--- src/rtl/tmds_encoder_multi_if.sv ---
// Lane bundle between the packetiser, the encoder and the per-lane serialisers.
// Every vector packs lane i at the low-order end: lane 0 occupies the lowest bits.
interface tmds_encoder_multi_if #(
    parameter int NUM_CH = 3,
    parameter int CNT_W  = 5
);
    logic [1:0]              mode_in;
    logic [8*NUM_CH-1:0]     data_in;
    logic [2*NUM_CH-1:0]     ctrl_in;
    logic [4*NUM_CH-1:0]     terc4_in;
    logic [10*NUM_CH-1:0]    tmds_out;
    logic [CNT_W*NUM_CH-1:0] disp_out;

    modport master (
        output mode_in, data_in, ctrl_in, terc4_in,
        input  tmds_out, disp_out
    );

    modport slave (
        input  mode_in, data_in, ctrl_in, terc4_in,
        output tmds_out, disp_out
    );
endinterface

--- src/rtl/tmds_encoder_multi.sv ---
// N-lane TMDS encoder: video (8b/10b with DC balance), control, TERC4 and guard-band symbols.
// Two register stages: transition minimisation, then symbol selection and disparity tracking.
module tmds_encoder_multi #(
    parameter int NUM_CH = 3,
    parameter int CNT_W  = 5
) (
    input  logic             clk_in,
    input  logic             rst_in,
    tmds_encoder_multi_if.slave bus
);
    localparam int W = CNT_W + 2;
    localparam logic signed [W-1:0] ZERO  = '0;
    localparam logic signed [W-1:0] TWO   = W'(2);
    localparam logic signed [W-1:0] FOUR  = W'(4);
    localparam logic signed [W-1:0] EIGHT = W'(8);
    localparam logic [9:0] GUARD_EVEN = 10'b1011001100;
    localparam logic [9:0] GUARD_ODD  = 10'b0100110011;

    typedef enum logic [1:0] {
        MODE_CTRL  = 2'b00,
        MODE_VIDEO = 2'b01,
        MODE_TERC4 = 2'b10,
        MODE_GUARD = 2'b11
    } mode_t;

    function automatic logic [3:0] popcount8(input logic [7:0] x);
        logic [3:0] s;
        s = '0;
        for (int j = 0; j < 8; j++) s = s + {3'b000, x[j]};
        return s;
    endfunction

    function automatic logic [8:0] min_trans(input logic [7:0] d);
        logic [3:0] n;
        logic       use_xnor;
        logic [8:0] q;
        n        = popcount8(d);
        use_xnor = (n > 4'd4) || ((n == 4'd4) && !d[0]);
        q        = '0;
        q[0]     = d[0];
        for (int j = 1; j < 8; j++)
            q[j] = use_xnor ? ~(q[j-1] ^ d[j]) : (q[j-1] ^ d[j]);
        q[8] = ~use_xnor;
        return q;
    endfunction

    function automatic logic [9:0] ctrl_code(input logic [1:0] c);
        logic [9:0] s;
        case (c)
            2'b00:   s = 10'b1101010100;
            2'b01:   s = 10'b0010101011;
            2'b10:   s = 10'b0101010100;
            default: s = 10'b1010101011;
        endcase
        return s;
    endfunction

    function automatic logic [9:0] terc4_code(input logic [3:0] t);
        logic [9:0] s;
        case (t)
            4'h0:    s = 10'b1010011100;
            4'h1:    s = 10'b1001100011;
            4'h2:    s = 10'b1011100100;
            4'h3:    s = 10'b1011100010;
            4'h4:    s = 10'b0101110001;
            4'h5:    s = 10'b0100011110;
            4'h6:    s = 10'b0110001110;
            4'h7:    s = 10'b0100111100;
            4'h8:    s = 10'b1011001100;
            4'h9:    s = 10'b0100111001;
            4'hA:    s = 10'b0110011100;
            4'hB:    s = 10'b1011000110;
            4'hC:    s = 10'b1010001110;
            4'hD:    s = 10'b1001110001;
            4'hE:    s = 10'b0101100011;
            default: s = 10'b1011000011;
        endcase
        return s;
    endfunction

    // Returns {symbol, updated counter}; arithmetic is done two bits wider than the counter.
    function automatic logic [9+CNT_W:0] video_encode(input logic [8:0] qm,
                                                      input logic [3:0] n1,
                                                      input logic [CNT_W-1:0] cnt);
        logic signed [W-1:0] c, p, m, r;
        logic [9:0] s;
        c = W'($signed(cnt));
        p = W'({1'b0, n1});
        m = EIGHT - p;
        if ((c == ZERO) || (p == FOUR)) begin
            s = {~qm[8], qm[8], qm[8] ? qm[7:0] : ~qm[7:0]};
            r = qm[8] ? (c + p - m) : (c + m - p);
        end else if (((c > ZERO) && (p > m)) || ((c < ZERO) && (m > p))) begin
            s = {1'b1, qm[8], ~qm[7:0]};
            r = c + (qm[8] ? TWO : ZERO) + m - p;
        end else begin
            s = {1'b0, qm[8], qm[7:0]};
            r = c + p - m - (qm[8] ? ZERO : TWO);
        end
        return {s, r[CNT_W-1:0]};
    endfunction

    logic [NUM_CH-1:0][8:0]       qm_d, qm_q;
    logic [NUM_CH-1:0][3:0]       n1_d, n1_q;
    logic [2*NUM_CH-1:0]          ctrl_q;
    logic [4*NUM_CH-1:0]          terc4_q;
    mode_t                        mode_q;
    logic                         valid_q;
    logic [NUM_CH-1:0][9:0]       sym_d, sym_q;
    logic [NUM_CH-1:0][CNT_W-1:0] cnt_d, cnt_q;

    always_comb begin
        qm_d = '0;
        n1_d = '0;
        for (int i = 0; i < NUM_CH; i++) begin
            qm_d[i] = min_trans(bus.data_in[8*i +: 8]);
            n1_d[i] = popcount8(qm_d[i][7:0]);
        end
    end

    // valid_q keeps the reset-cleared stage-1 contents from being emitted as control symbols.
    always_ff @(posedge clk_in) begin
        if (rst_in) begin
            valid_q <= 1'b0;
            mode_q  <= MODE_CTRL;
            qm_q    <= '0;
            n1_q    <= '0;
            ctrl_q  <= '0;
            terc4_q <= '0;
        end else begin
            valid_q <= 1'b1;
            mode_q  <= mode_t'(bus.mode_in);
            qm_q    <= qm_d;
            n1_q    <= n1_d;
            ctrl_q  <= bus.ctrl_in;
            terc4_q <= bus.terc4_in;
        end
    end

    always_comb begin
        sym_d = '0;
        cnt_d = '0;
        if (valid_q) begin
            for (int i = 0; i < NUM_CH; i++) begin
                case (mode_q)
                    MODE_VIDEO: {sym_d[i], cnt_d[i]} = video_encode(qm_q[i], n1_q[i], cnt_q[i]);
                    MODE_CTRL:  sym_d[i] = ctrl_code(ctrl_q[2*i +: 2]);
                    MODE_TERC4: sym_d[i] = terc4_code(terc4_q[4*i +: 4]);
                    MODE_GUARD: sym_d[i] = ((i % 2) == 0) ? GUARD_EVEN : GUARD_ODD;
                    default:    sym_d[i] = '0;
                endcase
            end
        end
    end

    always_ff @(posedge clk_in) begin
        if (rst_in) begin
            sym_q <= '0;
            cnt_q <= '0;
        end else begin
            sym_q <= sym_d;
            cnt_q <= cnt_d;
        end
    end

    assign bus.tmds_out = sym_q;
    assign bus.disp_out = cnt_q;
endmodule
--- src/flat_wrapper.sv ---
// flat-port wrapper written by rule: the top's interface ports become plain ports
module tmds_encoder_multi_flat 
#(
    parameter int NUM_CH = 3,
    parameter int CNT_W  = 5
)
  (clk_in, rst_in, bus_mode_in, bus_data_in, bus_ctrl_in, bus_terc4_in, bus_tmds_out, bus_disp_out);
  tmds_encoder_multi_if #(.NUM_CH(NUM_CH), .CNT_W(CNT_W)) bus_i ();
  input  logic clk_in;
  input  logic rst_in;
  input wire logic [$bits(bus_i.mode_in)-1:0] bus_mode_in;
  input wire logic [$bits(bus_i.data_in)-1:0] bus_data_in;
  input wire logic [$bits(bus_i.ctrl_in)-1:0] bus_ctrl_in;
  input wire logic [$bits(bus_i.terc4_in)-1:0] bus_terc4_in;
  output wire logic [$bits(bus_i.tmds_out)-1:0] bus_tmds_out;
  output wire logic [$bits(bus_i.disp_out)-1:0] bus_disp_out;
  assign bus_i.mode_in = bus_mode_in;
  assign bus_i.data_in = bus_data_in;
  assign bus_i.ctrl_in = bus_ctrl_in;
  assign bus_i.terc4_in = bus_terc4_in;
  assign bus_tmds_out = bus_i.tmds_out;
  assign bus_disp_out = bus_i.disp_out;
  tmds_encoder_multi #(.NUM_CH(NUM_CH), .CNT_W(CNT_W)) u_core (.clk_in(clk_in), .rst_in(rst_in), .bus(bus_i));
endmodule
--- config.mk ---
export PLATFORM = sky130hd
export DESIGN_NAME = tmds_encoder_multi_flat
export DESIGN_NICKNAME = d
export VERILOG_FILES = /design/src/rtl/tmds_encoder_multi_if.sv /design/src/rtl/tmds_encoder_multi.sv /design/src/flat_wrapper.sv
export SDC_FILE = /design/constraint.sdc
export NUM_CORES = 1
export LEC_CHECK = 0
export ABC_AREA = 0
export CELL_PAD_IN_SITES_DETAIL_PLACEMENT = 0
export CELL_PAD_IN_SITES_GLOBAL_PLACEMENT = 1
export CORE_MARGIN = 4
export CORE_UTILIZATION = 40
export CTS_BUF_LIST = sky130_fd_sc_hd__clkbuf_16
export DETAILED_ROUTE_END_ITERATION = 8
export PLACE_DENSITY = 0.78
export RECOVER_POWER = 25
export SLEW_MARGIN = 10
export SYNTH_ARGS = -nofsm -noshare
export SYNTH_HDL_FRONTEND = slang
export SYNTH_SLANG_ARGS = --single-unit
--- constraint.sdc ---
create_clock -name clk_in -period 5.8 [get_ports clk_in]
set_input_delay 0.87 -clock clk_in [delete_from_list [all_inputs] [get_ports clk_in]]
set_output_delay 0.87 -clock clk_in [all_outputs]
set_load 0.1 [all_outputs]
Word level (Yosys, flattened, before mapping)
Memory sizes are Yosys's and may differ from the RTL's. A register that Yosys moved wholly into a read port is not among the register bits.
Cells that the tools add are included.
{"block": "totals", "register_bits": 93, "romBits": 480, "in_bits": 46, "wordCells": 255, "memories": 3}
{"block": "classes", "add_sub_neg": 69, "order_cmp": 15, "n_eq_ne": 15, "mux": 55, "n_bitwise": 53, "n_reduce_logical": 30}
{"memory": "(no name shown)", "depth": 16, "width": 10, "read_ports": 1, "rd_ports_with_merged_regs": 1, "wr": 0, "line_no": "tmds_encoder_multi.sv:60", "text": "case (t)"}
{"memory": "(no name shown)", "depth": 16, "width": 10, "read_ports": 1, "rd_ports_with_merged_regs": 1, "wr": 0, "line_no": "tmds_encoder_multi.sv:60"}
{"memory": "(no name shown)", "depth": 16, "width": 10, "read_ports": 1, "rd_ports_with_merged_regs": 1, "wr": 0, "line_no": "tmds_encoder_multi.sv:60"}
{"operator": "adder 4 x 1 -> 4 bit", "count": 36}
{"operator": "one-hot mux 10 bit (4 select lines)", "count": 3}
{"operator": "one-hot mux 10 bit (3 select lines)", "count": 3}
{"operator": "two-way mux 10 bit", "count": 6}
{"operator": "subtractor 5 bit", "count": 12}
{"operator": "adder 5 bit", "count": 9}
{"operator": "two-way mux 5 bit", "count": 9}
{"operator": "greater-than comparator 5 bit", "count": 6}
{"operator": "NOT 1 bit", "count": 29}
{"operator": "two-way mux 8 bit", "count": 3}
{"operator": "NOT 8 bit", "count": 3}
{"operator": "two-way mux 1 bit", "count": 22}
{"operator": "zero test 7 bit", "count": 3}
{"operator": "XOR 1 bit", "count": 21}
{"operator": "adder 5 x 3 -> 5 bit", "count": 3}
{"operator": "greater-than comparator 5 x 1 -> 1 bit, second input constant", "count": 3}
{"operator": "< comparator 5 x 1 -> 1 bit, second input constant", "count": 3}
{"operator": "subtractor 4 x 4 -> 5 bit, first input constant", "count": 3}
{"operator": "adder 1 x 1 -> 2 bit", "count": 6}
{"operator": "== test 4 x 3 -> 1 bit, second input constant", "count": 3}
{"operator": "== test 4 bit, second input constant", "count": 3}
{"operator": "greater-than comparator 4 x 3 -> 1 bit, second input constant", "count": 3}
{"operator": "two-way mux 2 bit", "count": 6}
{"operator": "two-way mux 4 bit", "count": 3}
{"operator": "other kinds (8)", "count": 36}

Depth between registers and ports, before layout
{"block": "depth", "ltp_word": 30, "ltp_mapped": 21, "mapped_depth_nobuf": 21}

Worst setup path after synthesis
No wires, ideal clock.
{"block": "synth_timing", "path_kind": "input to register", "from": "input port bus_data_in[16]", "to": "register u_core.n1_q[10] (netlist name)", "setup_ps": 128, "t_arrival_ps": 6125, "required_ps": 5672, "slack_ps": -452, "path_stages": 20, "cell_sequence": "ha_1 inv_1 fa_1 fa_1 inv_1 fa_1 fa_1 nor3b_1 o21ai_0 a21oi_1 xnor2_1 ha_1 inv_1 fa_1 fa_1 inv_1 fa_1 fa_1 xnor2_1 nor2_1"}
{"item": "from (decl)", "line_no": "flat_wrapper.sv:12", "text": "input wire logic [$bits(bus_i.data_in)-1:0] bus_data_in;"}
{"item": "to (signal assigned)", "line_no": "tmds_encoder_multi.sv:134", "text": "n1_q <= n1_d;"}
{"item": "to (decl)", "line_no": "tmds_encoder_multi.sv:104", "text": "logic [NUM_CH-1:0][3:0] n1_d, n1_q;"}

==> out/metrics.yaml <==
setup_ws_ns: -0.0706
die_area_um2: 24300
drt_iter0_markers: 255
ys.flop_type: "dfxtp_1"
setup_viol: 2
multiInputGateArea_um2: 5850
synth-edff-count: 0
pwr-share-comb: 0.642
fin_crit_sh: 1.01
clock_latency_ns: 0.41
timing.rr.start: "u_core.n1_q[8]"
fin_tns_setup_ns: -0.105
finClkSkew_ns: 0.00715
post-place-ws_ns: -0.852
synth_warnings: 0
r2r.worst_path.cells: 12
wire_per_inst_um: 14.5
seq_power_share: 0.180
startpoint: "bus_data_in[8]"
syn_avg_cell_area_um2: 8.60
netlist_top_cells_area: "dfxtp_1 (28%), ha_1 (15%), fa_1 (6.2%), xnor2_1 (6.1%), xor2_1 (4.6%)"
endpoint_kind: "flip-flop"
stdcell_count: 1418
drtPass1Iterations: 6
synth_cells: 1016
synth_area_um2: 8730
coreArea_um2: 21200
area_delta_synth_final_pct: 24.9
cp-endpoint: "u_core.n1_q[5]"
cts.path.max_buffers: 2
path_clk_slew_ns: 0.06
timing.hold.ws_ns: 0.465
port_buffers: 90
die_y_um: 156
regArea_um2: 2460
synth_seq_cells: 123
p_per_area_nw_per_um2: 568
via_count: 7026
grt_pass1_vias: 6680
worstPathRequired_ns: 6.15
p_int_mw: 3.51
relSlewSlack: 0.304
synth_fp_nets: 1192
track_usage: 0.170
slowest_delay_ns: 0.54
grt_overflow_total: 0
antenna_left: 0
crit_slowest_cell: "fa_1"
fp-row-count: 53
clock.fmax_mhz: 170
synth_top_cell_by_area: "dfxtp_1"
die_w_um: 156
cts_root_buffer: "clkbuf_16"
switching_share: 0.433
drc: 0
max_cap_viol_count: 0
place_congestion: 0.828
p_sw_mw: 2.69
synth.distinct_cells: 64
synthArstFlopShare: 0
grt_pass1_wl_um: 33600
violations: "setup timing"
clkPwrFrac: 0.178
grt_max_degree: 49
cts_made_buffers: 17
status: "finished with violations"
leakage_nw: 4.80
worstSetupPathType: "in2reg"
arrival_ns: 6.22
antenna_found_initial: 0
crit_chain: "buf_8 > ha_4 > inv_2 > fa_1 > fa_1 > inv_2 > fa_2 > fa_1 > nor3b_2 > o21ai_1 > a21oi_2 > xnor2_2 > ha_1 > inv_2 > fa_1 > inv_2 > fa_1 > fa_2 > inv_2 > fa_2 > nor2_1"
place_inst: 1375
via_per_inst: 4.95
start_kind: "input pin"
drt_wl_total_um: 20600
initial_core_util: 0.412
layout_min_cycle_time_ns: 5.87
hold_viol_final: 0
nets: 1306
cts_tree: "done"
rrSetupSlack_ns: 2.49
hold_class: "reg2reg"
yosysTopAreaCellShare: 0.282
reg2reg_to: "u_core.bus.disp_out[14]"
diodes: 0
cts_sinks: 123
ys_seq_area_frac: 0.282
pin_count: 91
htree_levels: 4
ir_drop_uv: 215
grt_setup_unrepaired: "true"
fin_util: 0.514
layout-drive-gt1-share: 0.119
cp_max_fo: 2
filler_cell_count: 2047
dp_hpwl_um: 16000
slew_violations: 0
tightest_slew_ns: 1.04
## cell families (layout without fill, tap and decap cells)
| group | count (synthesis) | in the layout | share of synthesized area |
|---|---|---|---|
| XOR/XNOR | 110 | 110 | 0.115 |
| multiplexers | 28 | 28 | 0.0332 |
| flip-flops | 123 | 123 | 0.282 |
| buffers and inverters | 138 | 265 | 0.0623 |
| adder cells (fa/ha/maj) | 130 | 130 | 0.209 |
| AND/OR/NAND/NOR | 254 | 254 | 0.139 |
| AO/OA/AOI/OAI | 233 | 233 | 0.159 |
## area by class of cell
cell class              count  area share
clock buffers              17      0.0390
clock inverters            15      0.0183
inverters                  96      0.0330
multi-input cells         755       0.536
flip-flops and latches    123       0.226
well taps                 275      0.0315
repair buffers            137       0.116
## layer usage
metal / up-vias / GRT usage / wire [um]
met4: 0 / 0.0429 / 264
met3: 19 / 0.0325 / 677
met2: 116 / 0.276 / 9590
li1: 3633 / - / -
met5: - / 0 / 0
met1: 3258 / 0.235 / 10000
## worst min path at each step
| stage | startpoint | end | slack (ns) | depth (start not counted) |
|---|---|---|---|---|
| after floorplan | flip-flop | u_core.bus.tmds_out[12] | 0.43 | 2 |
| after global placement | flip-flop | u_core.bus.tmds_out[16] | 0.46 | 2 |
| after detailed placement | flip-flop | u_core.bus.tmds_out[13] | 0.45 | 2 |
| after CTS | flip-flop | u_core.bus.tmds_out[13] | 0.47 | 2 |
| after global routing | flip-flop | u_core.bus.tmds_out[13] | 0.50 | 2 |
| final | flip-flop | u_core.bus.tmds_out[13] | 0.47 | 2 |
## power groups by stage
stage	registers, mW	logic, mW	clock network, mW
2_1_floorplan	1.29	2.91	0
3_3_place_gp	1.13	3.80	0
3_5_place_dp	1.13	3.84	0
4_1_cts	1.12	3.93	1.13
5_1_grt	1.13	4.49	1.16
6_report	1.12	3.98	1.10
## through the flow
stage | instance area (um^2) | total power [mW]
after floorplan | 8820 | 4.20
after global placement | 10100 | 4.93
after detailed placement | 10100 | 4.98
after CTS | 10800 | 6.17
after global routing | 10900 | 6.78
final | 10900 | 6.20
## cell usage after synthesis, types with 4 or more instances
master	count
dfxtp_1	123
buf_2	9
nand3b_1	6
nand2_1	59
and2_1	11
nor3_1	15
clkbuf_1	26
xnor2_1	61
a21oi_1	66
inv_1	94
a21boi_0	8
buf_1	5
nor3b_1	10
ha_1	103
mux2_2	4
a31oi_1	8
nand2b_1	5
xor2_1	46
o21ai_1	12
o22ai_1	19
nor2_1	106
o31ai_1	6
o211ai_1	4
nor2b_1	21
a21o_1	7
o21ai_0	75
mux2i_1	23
o21a_1	5
fa_1	27
## worst max-delay path, delay by kind of cell
kind | cells | cell delay, ns
adder cells (fa/ha/maj) | 10 | 4.27
XOR/XNOR | 1 | 0.09
AO/OA/AOI/OAI | 2 | 0.33
AND/OR/NAND/NOR | 2 | 0.33
buffers and inverters | 6 | 0.32
## what timing repair did
action	CTS	global route
endpoints found under the setup margin	8	8
cloned	0	0
buffers inserted	7	4
pin swaps	29	35
gates resized for setup	37	24
hold buffers	0	0
## placed cells by master, fill, tap and decap left out, types with 5 or more instances in the layout
master and count:
dfxtp_1 123, nor2_1 106, ha_1 100, inv_1 83
clkdlybuf4s50_1 77, o21ai_0 72, a21oi_1 62, nand2_1 59
xnor2_1 58, buf_4 47, xor2_1 46, mux2i_1 23
nor2b_1 21, o22ai_1 19, fa_1 18, clkbuf_16 17
nor3_1 15, o21ai_1 15, inv_2 12, and2_1 11
fa_2 9, a21boi_0 8, a31oi_1 8, a21o_1 7
nand3b_1 6, o31ai_1 6, nor3b_2 5, nor3b_1 5
nand2b_1 5, o21a_1 5, clkinvlp_4 5
No activity file was read; power rests on OpenSTA's default activity.
